File: src/rtl/muldiv_sequencer.sv
// Iterative MULT/MULTU/DIV/DIVU engine for the HI/LO path: XLEN shift-add or
// restoring-divide steps, a sign-fix cycle, then a one-cycle HI/LO write pulse.
module muldiv_sequencer #(
    parameter int XLEN = 32
) (
    input  logic            clk,
    input  logic            rst,
    input  logic            start,
    input  logic [1:0]      op,
    input  logic [XLEN-1:0] op_a,
    input  logic [XLEN-1:0] op_b,
    input  logic            hilo_read,
    input  logic            kill,
    output logic            busy,
    output logic            stall,
    output logic            result_valid,
    output logic [XLEN-1:0] hi_out,
    output logic [XLEN-1:0] lo_out
);

    localparam int CNT_W = $clog2(XLEN);
    localparam logic [CNT_W-1:0] LAST = CNT_W'(XLEN - 1);

    typedef enum logic [1:0] {IDLE, CALC, FIX, DONE} state_t;

    state_t state, state_next;

    logic [CNT_W-1:0] cnt;
    logic [XLEN-1:0]  acc_hi, acc_lo, operand, a_raw;
    logic             is_div, div_zero, neg_lo, neg_hi;

    logic            a_neg, b_neg;
    logic [XLEN-1:0] a_mag, b_mag;

    logic [XLEN:0]   mul_sum, mul_pre, div_shift, div_trial;
    logic [XLEN-1:0] step_hi, step_lo;

    logic [2*XLEN-1:0] prod, prod_fix;
    logic [XLEN-1:0]   fix_hi, fix_lo;

    // Magnitudes only for the signed ops; unsigned ops pass raw values.
    always_comb begin
        a_neg = ~op[0] & op_a[XLEN-1];
        b_neg = ~op[0] & op_b[XLEN-1];
        a_mag = a_neg ? -op_a : op_a;
        b_mag = b_neg ? -op_b : op_b;
    end

    // One iteration. Multiply: acc_hi is the upper product half, acc_lo holds
    // the multiplier shifting out. Divide: acc_hi is rem, acc_lo is quot.
    always_comb begin
        mul_sum   = {1'b0, acc_hi} + {1'b0, operand};
        mul_pre   = acc_lo[0] ? mul_sum : {1'b0, acc_hi};
        div_shift = {acc_hi, acc_lo[XLEN-1]};
        div_trial = div_shift - {1'b0, operand};
        step_hi   = '0;
        step_lo   = '0;
        if (!is_div) begin
            step_hi = mul_pre[XLEN:1];
            step_lo = {mul_pre[0], acc_lo[XLEN-1:1]};
        end else if (!div_trial[XLEN]) begin
            step_hi = div_trial[XLEN-1:0];
            step_lo = {acc_lo[XLEN-2:0], 1'b1};
        end else begin
            step_hi = div_shift[XLEN-1:0];
            step_lo = {acc_lo[XLEN-2:0], 1'b0};
        end
    end

    // Overflow (MIN / -1) falls out of the magnitude path; only /0 is forced.
    always_comb begin
        prod     = {acc_hi, acc_lo};
        prod_fix = neg_lo ? -prod : prod;
        fix_hi   = prod_fix[2*XLEN-1:XLEN];
        fix_lo   = prod_fix[XLEN-1:0];
        if (is_div) begin
            if (div_zero) begin
                fix_hi = a_raw;
                fix_lo = '1;
            end else begin
                fix_hi = neg_hi ? -acc_hi : acc_hi;
                fix_lo = neg_lo ? -acc_lo : acc_lo;
            end
        end
    end

    always_comb begin
        state_next = state;
        unique case (state)
            IDLE:    if (start) state_next = CALC;
            CALC:    if (cnt == LAST) state_next = FIX;
            FIX:     state_next = DONE;
            DONE:    state_next = IDLE;
            default: state_next = IDLE;
        endcase
        if (kill) state_next = IDLE;

        busy         = (state != IDLE);
        stall        = busy && (start || hilo_read);
        result_valid = (state == DONE) && !kill && !rst;
    end

    always_ff @(posedge clk) begin
        if (rst) state <= IDLE;
        else     state <= state_next;
    end

    always_ff @(posedge clk) begin
        if (rst) begin
            cnt      <= '0;
            acc_hi   <= '0;
            acc_lo   <= '0;
            operand  <= '0;
            a_raw    <= '0;
            is_div   <= 1'b0;
            div_zero <= 1'b0;
            neg_lo   <= 1'b0;
            neg_hi   <= 1'b0;
            hi_out   <= '0;
            lo_out   <= '0;
        end else begin
            unique case (state)
                IDLE: if (start && !kill) begin
                    cnt      <= '0;
                    is_div   <= op[1];
                    operand  <= op[1] ? b_mag : a_mag;
                    acc_hi   <= '0;
                    acc_lo   <= op[1] ? a_mag : b_mag;
                    a_raw    <= op_a;
                    div_zero <= (op_b == '0);
                    neg_lo   <= a_neg ^ b_neg;
                    neg_hi   <= a_neg;
                end
                CALC: begin
                    acc_hi <= step_hi;
                    acc_lo <= step_lo;
                    cnt    <= cnt + CNT_W'(1);
                end
                FIX: if (!kill) begin
                    hi_out <= fix_hi;
                    lo_out <= fix_lo;
                end
                default: ;
            endcase
        end
    end

endmodule

File: config.mk
export PLATFORM = sky130hd
export DESIGN_NAME = muldiv_sequencer
export DESIGN_NICKNAME = d
export VERILOG_FILES = /design/src/rtl/muldiv_sequencer.sv
export SDC_FILE = /design/constraint.sdc
export NUM_CORES = 1
export LEC_CHECK = 0
export BUFFER_PORTS_ARGS = -buffer_cell sky130_fd_sc_hd__clkbuf_2
export CORE_ASPECT_RATIO = 2
export CORE_MARGIN = 2
export CORE_UTILIZATION = 35
export CTS_CLUSTER_SIZE = 25
export DETAILED_ROUTE_END_ITERATION = 10
export PLACE_DENSITY = 0.52
export SLEW_MARGIN = 20
export SYNTH_ARGS = -nofsm -noshare
export SYNTH_HDL_FRONTEND = slang
export SYNTH_SLANG_ARGS = --single-unit
File: constraint.sdc
create_clock -name clk -period 4.5 [get_ports clk]
set_input_delay 0.675 -clock clk [delete_from_list [all_inputs] [get_ports clk]]
set_output_delay 0.675 -clock clk [all_outputs]
set_load 0.01 [all_outputs]
==> impl_metrics.yaml, run 1 <==
synth:
  seq_area_frac_synth_pct: 24.4
  synthAdderAreaFrac_pct: 5.81
  synth_top_family_by_area: "compound AO/OA/AOI/OAI gates"
  synthTopCellsByArea: "dfxtp_1 (24%), nand2_1 (7.5%), a21oi_1 (6.3%)"
  synth_simple_gate_area_share_pct: 21.8
  synthXorXnorAreaFrac_pct: 9.42
  synth_flop_cell: "dfxtp_1"
  ys_ff_latch: 203
  synth_edf_count: 0
  synth_compound_area_share_pct: 27.2
  syn-num-nets: 2447
  yosys_warnings: 0
  postSynthAreaPerCell_sq_um: 7.23
  synth.area.mux_share_pct: 5.48
  yosysUniqueCellTypes: 82
  ys_async_sr_fraction_pct: 0
  yosysTopAreaCellShare_pct: 24.4
  netlist_instances: 2300
  syn_area_sq_um: 16600
  yosysTopAreaCell: "dfxtp_1"
cts:
  insertion_delay_ns: 0.54
  cts_tree: "yes"
  cts.clk_slew.worst_paths_ns: 0.07
  clockRootBuffer: "clkbuf_16"
  cts_max_level: 1
  clock-sinks: 203
  cts_setup_buffers: 0
  cts-hold-fix-buffers: 0
  cts_buffers: 22
  clock_path_buffers: 3
  cts.repair.resized: 0
power:
  p_switching_mw: 1.68
  p_sw_share_pct: 33.9
  comb_power_share_pct: 24.2
  intPower_mw: 3.27
  ir_drop_v: 0.000203
  power.density_nw_per_um2: 266
  p_leak_nw: 7.08
  p_clk_share_pct: 36.2
  sequentialPowerShare_pct: 39.6
sta:
  maxSlewHeadroom_pct: 37.6
  worst_slew_pin_slew_ns: 0.936
  layout_setup_ws_ns: 0.522
  hold_viol: 0
  clock_skew_ns: 0.0111
  period_needed_ns: 3.98
  fmax_ghz: 0.251
  setup_viol_count_final: 0
  grt_setup_unrepaired: "false"
  final-max-slew-violation-count: 0
  setup_tns_ns: 0
  fin_crit_sh_pct: 88.4
global_routing:
  grt_pass1_wl_mm: 96.5
  grt_max_degree: 133
  antenna_found_initial: 0
  track_usage_pct: 25.3
  grt.overflow.total: 0
  grt_pass1_vias: 15700
floorplan:
  start_util_pct: 35.2
  die_area_sq_um: 49400
  core_sq_um: 47200
  io_pins: 138
  rows: 113
  die_h_microns: 312
  fp.dieW_microns: 158
detailed_routing:
  wl_per_cell_microns: 21.6
  drt-vias-per-instance: 5.75
  vias: 17100
  dr.pass1.iters: 5
  finalWirelength_mm: 64.4
  drt-initial-drc-count: 1197
  ant_nets: 0
  drc: 0
critical_path:
  worstPathCellList: "ha_1 -> nand2_1 -> o21ai_1 -> a211oi_1 -> o2111ai_1 -> a311oi_2 -> xor2_2 -> buf_4 -> nand2_1 -> a31oi_1 -> a32o_1"
  arrival_ns: 4.46
  cp.required_ns: 4.98
  path_max_fanout: 13
  critical-path-top-delay-family: "compound AO/OA/AOI/OAI gates"
  worst_setup_path_start_kind: "flop"
  path_class: "reg -> reg"
  crit_path_end_kind: "flop"
  critPathMaxStageDelay_ns: 0.68
  critPathBufInv: 1
  crit_top_cell: "nand2_1"
  critical-path-slowest-cell: "xor2_2"
cells_and_area:
  multi_input_area_sq_um: 11600
  drive_gt1_share_pct: 11.8
  syn_to_final_growth_pct: 11.7
  n_antenna_cell: 0
  seq_area_sq_um: 4070
  n_fill_cell: 5089
  fin_nets: 2483
flow_run:
  max-cap-violations: 0
place:
  hpwl_mm: 48.9
  place_ws_ns: 0.516
  portBuffers: 137
  gp_congestion: 0.926
min_path:
  hp-class: "in -> reg"
status:
  status: "finished clean"
power by group through the flow:
stage / logic [mW] / registers (mW) / clock network (mW)
CTS: 1.19 / 1.96 / 1.83
detailed placement: 1.18 / 2.00 / 0
finish: 1.20 / 1.96 / 1.79
floorplan: 0.809 / 1.95 / 0
global route: 1.30 / 1.97 / 1.90
global placement: 1.19 / 2.00 / 0
per-layer routing:
| layer | part of all wire, % | vias up | GRT usage [%] |
|---|---|---|---|
| li1 | - | 8307 | - |
| met1 | 43 | 8124 | 34.5 |
| met2 | 47 | 587 | 40.8 |
| met3 | 5.7 | 108 | 2.02 |
| met4 | 4.6 | 0 | 10.5 |
| met5 | 0 | - | 0 |
layout make-up:
class,instances,area share [%]
multi-input combinational,1840,62.6
sequential,203,21.9
timing repair buffer,193,6.12
tap,632,4.26
clock buffer,32,3.22
inverter,76,1.54
clock inverter,5,0.343
metrics by stage:
stage	hold slack (ns)	cells	power, mW	area, sq um	util (%)
after floorplan	0.432	2300	2.76	16600	-
after global placement	0.437	2944	3.19	17900	38.0
after detailed placement	0.439	2944	3.18	17900	38.0
after CTS	0.399	2981	4.98	18600	39.4
after global routing	0.426	2981	5.16	18600	39.4
final	0.417	2981	4.95	18600	39.4
kinds of logic (layout without fill, tap and decap cells):
kind of cell,Yosys count,after routing
AND/OR/NAND/NOR,800,800
AO/OA/AOI/OAI,696,696
adder cells (fa/ha/maj),76,76
flip-flops,203,203
buffers and inverters,257,306
XOR/XNOR,179,179
multiplexers,89,89
layout by cell type (no fill, tap or decap), types with 30 or more instances in the layout:
| cell type | Yosys | layout |
|---|---|---|
| nand2_1 | 333 | 333 |
| a21oi_1 | 209 | 208 |
| dfxtp_1 | 203 | 200 |
| nor2_1 | 194 | 192 |
| clkbuf_2 | 0 | 136 |
| o21ai_0 | 114 | 114 |
| xnor2_1 | 98 | 97 |
| a211oi_1 | 94 | 94 |
| xor2_1 | 81 | 80 |
| inv_1 | 74 | 74 |
| ha_1 | 74 | 74 |
| mux2i_1 | 72 | 72 |
| nor3_1 | 69 | 68 |
| buf_4 | 0 | 54 |
| o211ai_1 | 53 | 53 |
| nand3_1 | 45 | 45 |
| o31ai_1 | 30 | 30 |
synth_stat cells, drive strengths merged, types with 45 or more instances:
master / n
ha: 74
dfxtp: 203
a211oi: 94
clkbuf: 167
inv: 75
nand3: 45
nand2: 333
o211ai: 53
xnor2: 98
nor2: 195
o21ai: 132
mux2i: 72
nor3: 70
xor2: 81
a21oi: 209
final timing paths:
kind	start	to	slack (ns)	cells after the start
min	op_a[10]	a_raw[10]	0.42	3
max	acc_hi[17]	acc_hi[27]	0.52	11
max reg2reg	acc_hi[17]	acc_hi[27]	0.52	11
min reg2reg	hi_out[22]	hi_out[22]	0.45	2
state kept, by name, summed over array words and instances (netlist names):
signal / flops
neg_hi: 1
acc_lo: 32
operand: 32
a_raw: 32
acc_hi: 32
state: 2
neg_lo: 1
cnt: 5
hi_out: 32
div_zero: 1
is_div: 1
lo_out: 32
worst reg2reg max path, cell delays in order (launching register included):
cell       delay, ns
dfxtp_1         0.59
ha_1            0.40
nand2_1         0.17
o21ai_1         0.14
a211oi_1        0.50
o2111ai_1       0.24
a311oi_2        0.50
xor2_2          0.68
buf_4           0.29
nand2_1         0.07
a31oi_1         0.18
a32o_1          0.18
Note: power is estimated with default switching activity, not from simulation.
==> run 2, diff against run 1 <==
--- a/config.mk
+++ b/config.mk
@@ -5,6 +5,7 @@
 export SDC_FILE = /design/constraint.sdc
 export NUM_CORES = 1
 export LEC_CHECK = 0
+export ABC_AREA = 1
 export BUFFER_PORTS_ARGS = -buffer_cell sky130_fd_sc_hd__clkbuf_2
 export CORE_ASPECT_RATIO = 2
 export CORE_MARGIN = 2
==> constraint.sdc (replaced) <==
create_clock -name clk -period 4.5 [get_ports clk]
set_input_delay 0.9 -clock clk [delete_from_list [all_inputs] [get_ports clk]]
set_output_delay 0.9 -clock clk [all_outputs]
set_load 0.01 [all_outputs]
==> run 2 against run 1 <==
Net effect: critical path type unchanged; largest cell class unchanged; via count is 35% higher; core utilization is 0.096 points lower; clock skew grew 0.034 ns.
==> impl_metrics.yaml, run 2 <==
detailed_routing:
  drt-initial-drc-count: 1643
  drc: 0
  ant_nets: 0
  drt-vias-per-instance: 5.42
  dr.pass1.iters: 5
  vias: 23100
  wl_per_cell_microns: 23.9
  finalWirelength_mm: 102
global_routing:
  track_usage_pct: 35.0
  grt_pass1_wl_mm: 146
  antenna_found_initial: 0
  grt_pass1_vias: 22900
  grt_max_degree: 63
  grt.overflow.total: 0
synth:
  syn-num-nets: 3587
  netlist_instances: 3440
  yosysTopAreaCell: "dfxtp_1"
  yosysMostFrequentCell: "nand2_1"
  postSynthAreaPerCell_sq_um: 5.67
  synth_edf_count: 0
  syn_area_sq_um: 19500
  seq_area_frac_synth_pct: 20.8
  ys_async_sr_fraction_pct: 0
  ys_ff_latch: 203
  yosysUniqueCellTypes: 58
  synth_flop_cell: "dfxtp_1"
  synthTopCellsByArea: "dfxtp_1 (21%), nand2_1 (18%), inv_1 (9.7%)"
  yosys_warnings: 0
  yosysTopAreaCellShare_pct: 20.8
  synth_common_cells: "nand2_1 (952), inv_1 (504), a21oi_1 (334)"
power:
  ir_drop_v: 0.000363
  comb_power_share_pct: 34.5
  power.density_nw_per_um2: 284
  p_sw_share_pct: 42.5
  sequentialPowerShare_pct: 33.2
  p_clk_share_pct: 32.3
  p_switching_mw: 2.62
  intPower_mw: 3.54
  p_leak_nw: 10.7
sta:
  hold_viol: 0
  maxSlewHeadroom_pct: 37.4
  setup_tns_ns: 0
  holdWs_ns: 0.456
  clock_skew_ns: 0.0454
  fmax_ghz: 0.309
  final-max-slew-violation-count: 0
  period_needed_ns: 3.23
  setup_viol_count_final: 0
  fin_crit_sh_pct: 71.9
  grt_setup_unrepaired: "false"
  layout_setup_ws_ns: 1.27
  worst_slew_pin_slew_ns: 0.937
critical_path:
  critical-path-slowest-cell: "fa_1"
  cp.required_ns: 5.03
  critPathMaxStageDelay_ns: 0.52
  path_max_fanout: 26
  worstPathCellList: "inv_1 -> ha_1 -> fa_1 -> inv_1 -> nand2_1 -> nand2_1 -> nand3_1 -> nand2_2 -> nand2_2 -> nand2_2 -> nand2_4 -> nand2_4 -> nand2_4 -> nand2_4 -> nand2_1 -> nand3_1 -> nand2_1 -> a21oi_2"
  arrival_ns: 3.76
  critPathBufInv: 2
  critical-path-top-delay-family: "simple AND/OR/NAND/NOR gates"
  crit_path_end_kind: "flop"
  worst_setup_path_start_kind: "flop"
  path_class: "reg -> reg"
cells_and_area:
  fin_nets: 3654
  n_antenna_cell: 0
  n_fill_cell: 6402
  multi_input_area_sq_um: 12900
  mostFrequentLayoutCell: "nand2_1"
  finalNonFillerCells: 4267
  syn_to_final_growth_pct: 11.2
  final_cell_mix: "nand2_1 (952), inv_1 (502), a21oi_1 (334)"
  drive_gt1_share_pct: 9.28
  seq_area_sq_um: 4070
  final_util_pct: 39.3
floorplan:
  die_area_sq_um: 57800
  rows: 122
  fp.dieW_microns: 171
  die_h_microns: 338
  start_util_pct: 35.3
  io_pins: 138
  core_sq_um: 55300
cts:
  cts.repair.resized: 0
  cts_setup_buffers: 0
  cts_max_level: 1
  clockRootBuffer: "clkbuf_16"
  cts.clk_slew.worst_paths_ns: 0.07
  cts-hold-fix-buffers: 0
  cts_tree: "yes"
  insertion_delay_ns: 0.59
  clock_path_buffers: 3
  clock-sinks: 203
  cts_buffers: 23
min_path:
  hp-class: "reg -> reg"
status:
  status: "finished clean"
place:
  place_ws_ns: 1.27
  gp_congestion: 1.01
  portBuffers: 137
  placed_cells: 4226
  hpwl_mm: 82.9
flow_run:
  max-cap-violations: 0
[run 2: final timing paths]
kind | startpoint | endpoint | slack [ns] | cells past startpoint
max | acc_lo[31] | acc_hi[7] | 1.27 | 18
min | a_raw[24] | a_raw[24] | 0.46 | 2
max reg2reg | acc_lo[31] | acc_hi[7] | 1.27 | 18
min reg2reg | a_raw[24] | a_raw[24] | 0.46 | 2
[run 2: routing by layer]
metal / global-route usage, % / up-vias / part of all wire, %
met1: 33.0 / 10500 / 33
met4: 39.7 / 0 / 14
met2: 61.9 / 1010 / 49
met3: 3.49 / 419 / 4.5
met5: 0 / - / 0
li1: - / 11100 / -
[run 2: cell families (layout without fill, tap and decap cells)]
group	Yosys count	count (layout)	share of synthesized area, %
xor+xnor	113	113	5.07
fa+ha+maj	76	76	4.95
flops	203	203	20.8
compound gates	720	720	20.1
simple gates	1659	1659	35.8
buf+inv	669	752	13.3
[run 2: final cells by class]
cell class	instances	area share [%]
multi-input combinational	2568	59.3
tap	744	4.29
clock inverter	8	0.433
sequential	203	18.8
inverter	520	9.01
clock buffer	33	3.01
timing repair buffer	191	5.14
[run 2: power groups by stage]
| stage | Clock [mW] | Sequential (mW) | Combinational [mW] |
|---|---|---|---|
| finish | 1.99 | 2.05 | 2.12 |
| global route | 2.06 | 2.05 | 2.28 |
| CTS | 2.01 | 2.04 | 2.07 |
| detailed placement | 0 | 2.08 | 2.07 |
| global placement | 0 | 2.08 | 2.08 |
| floorplan | 0 | 2.00 | 1.32 |
[run 2: tightest hold or removal path: stages (launching register included)]
cell and delay, ns:
dfxtp_1 0.30, inv_1 0.06, a21oi_1 0.06
[run 2: per-stage QoR]
step / power (mW) / instance area [sq um]
after floorplan: 3.33 / 19500
after global placement: 4.16 / 20900
after detailed placement: 4.15 / 20900
after CTS: 6.12 / 21700
after global routing: 6.39 / 21700
final: 6.16 / 21700
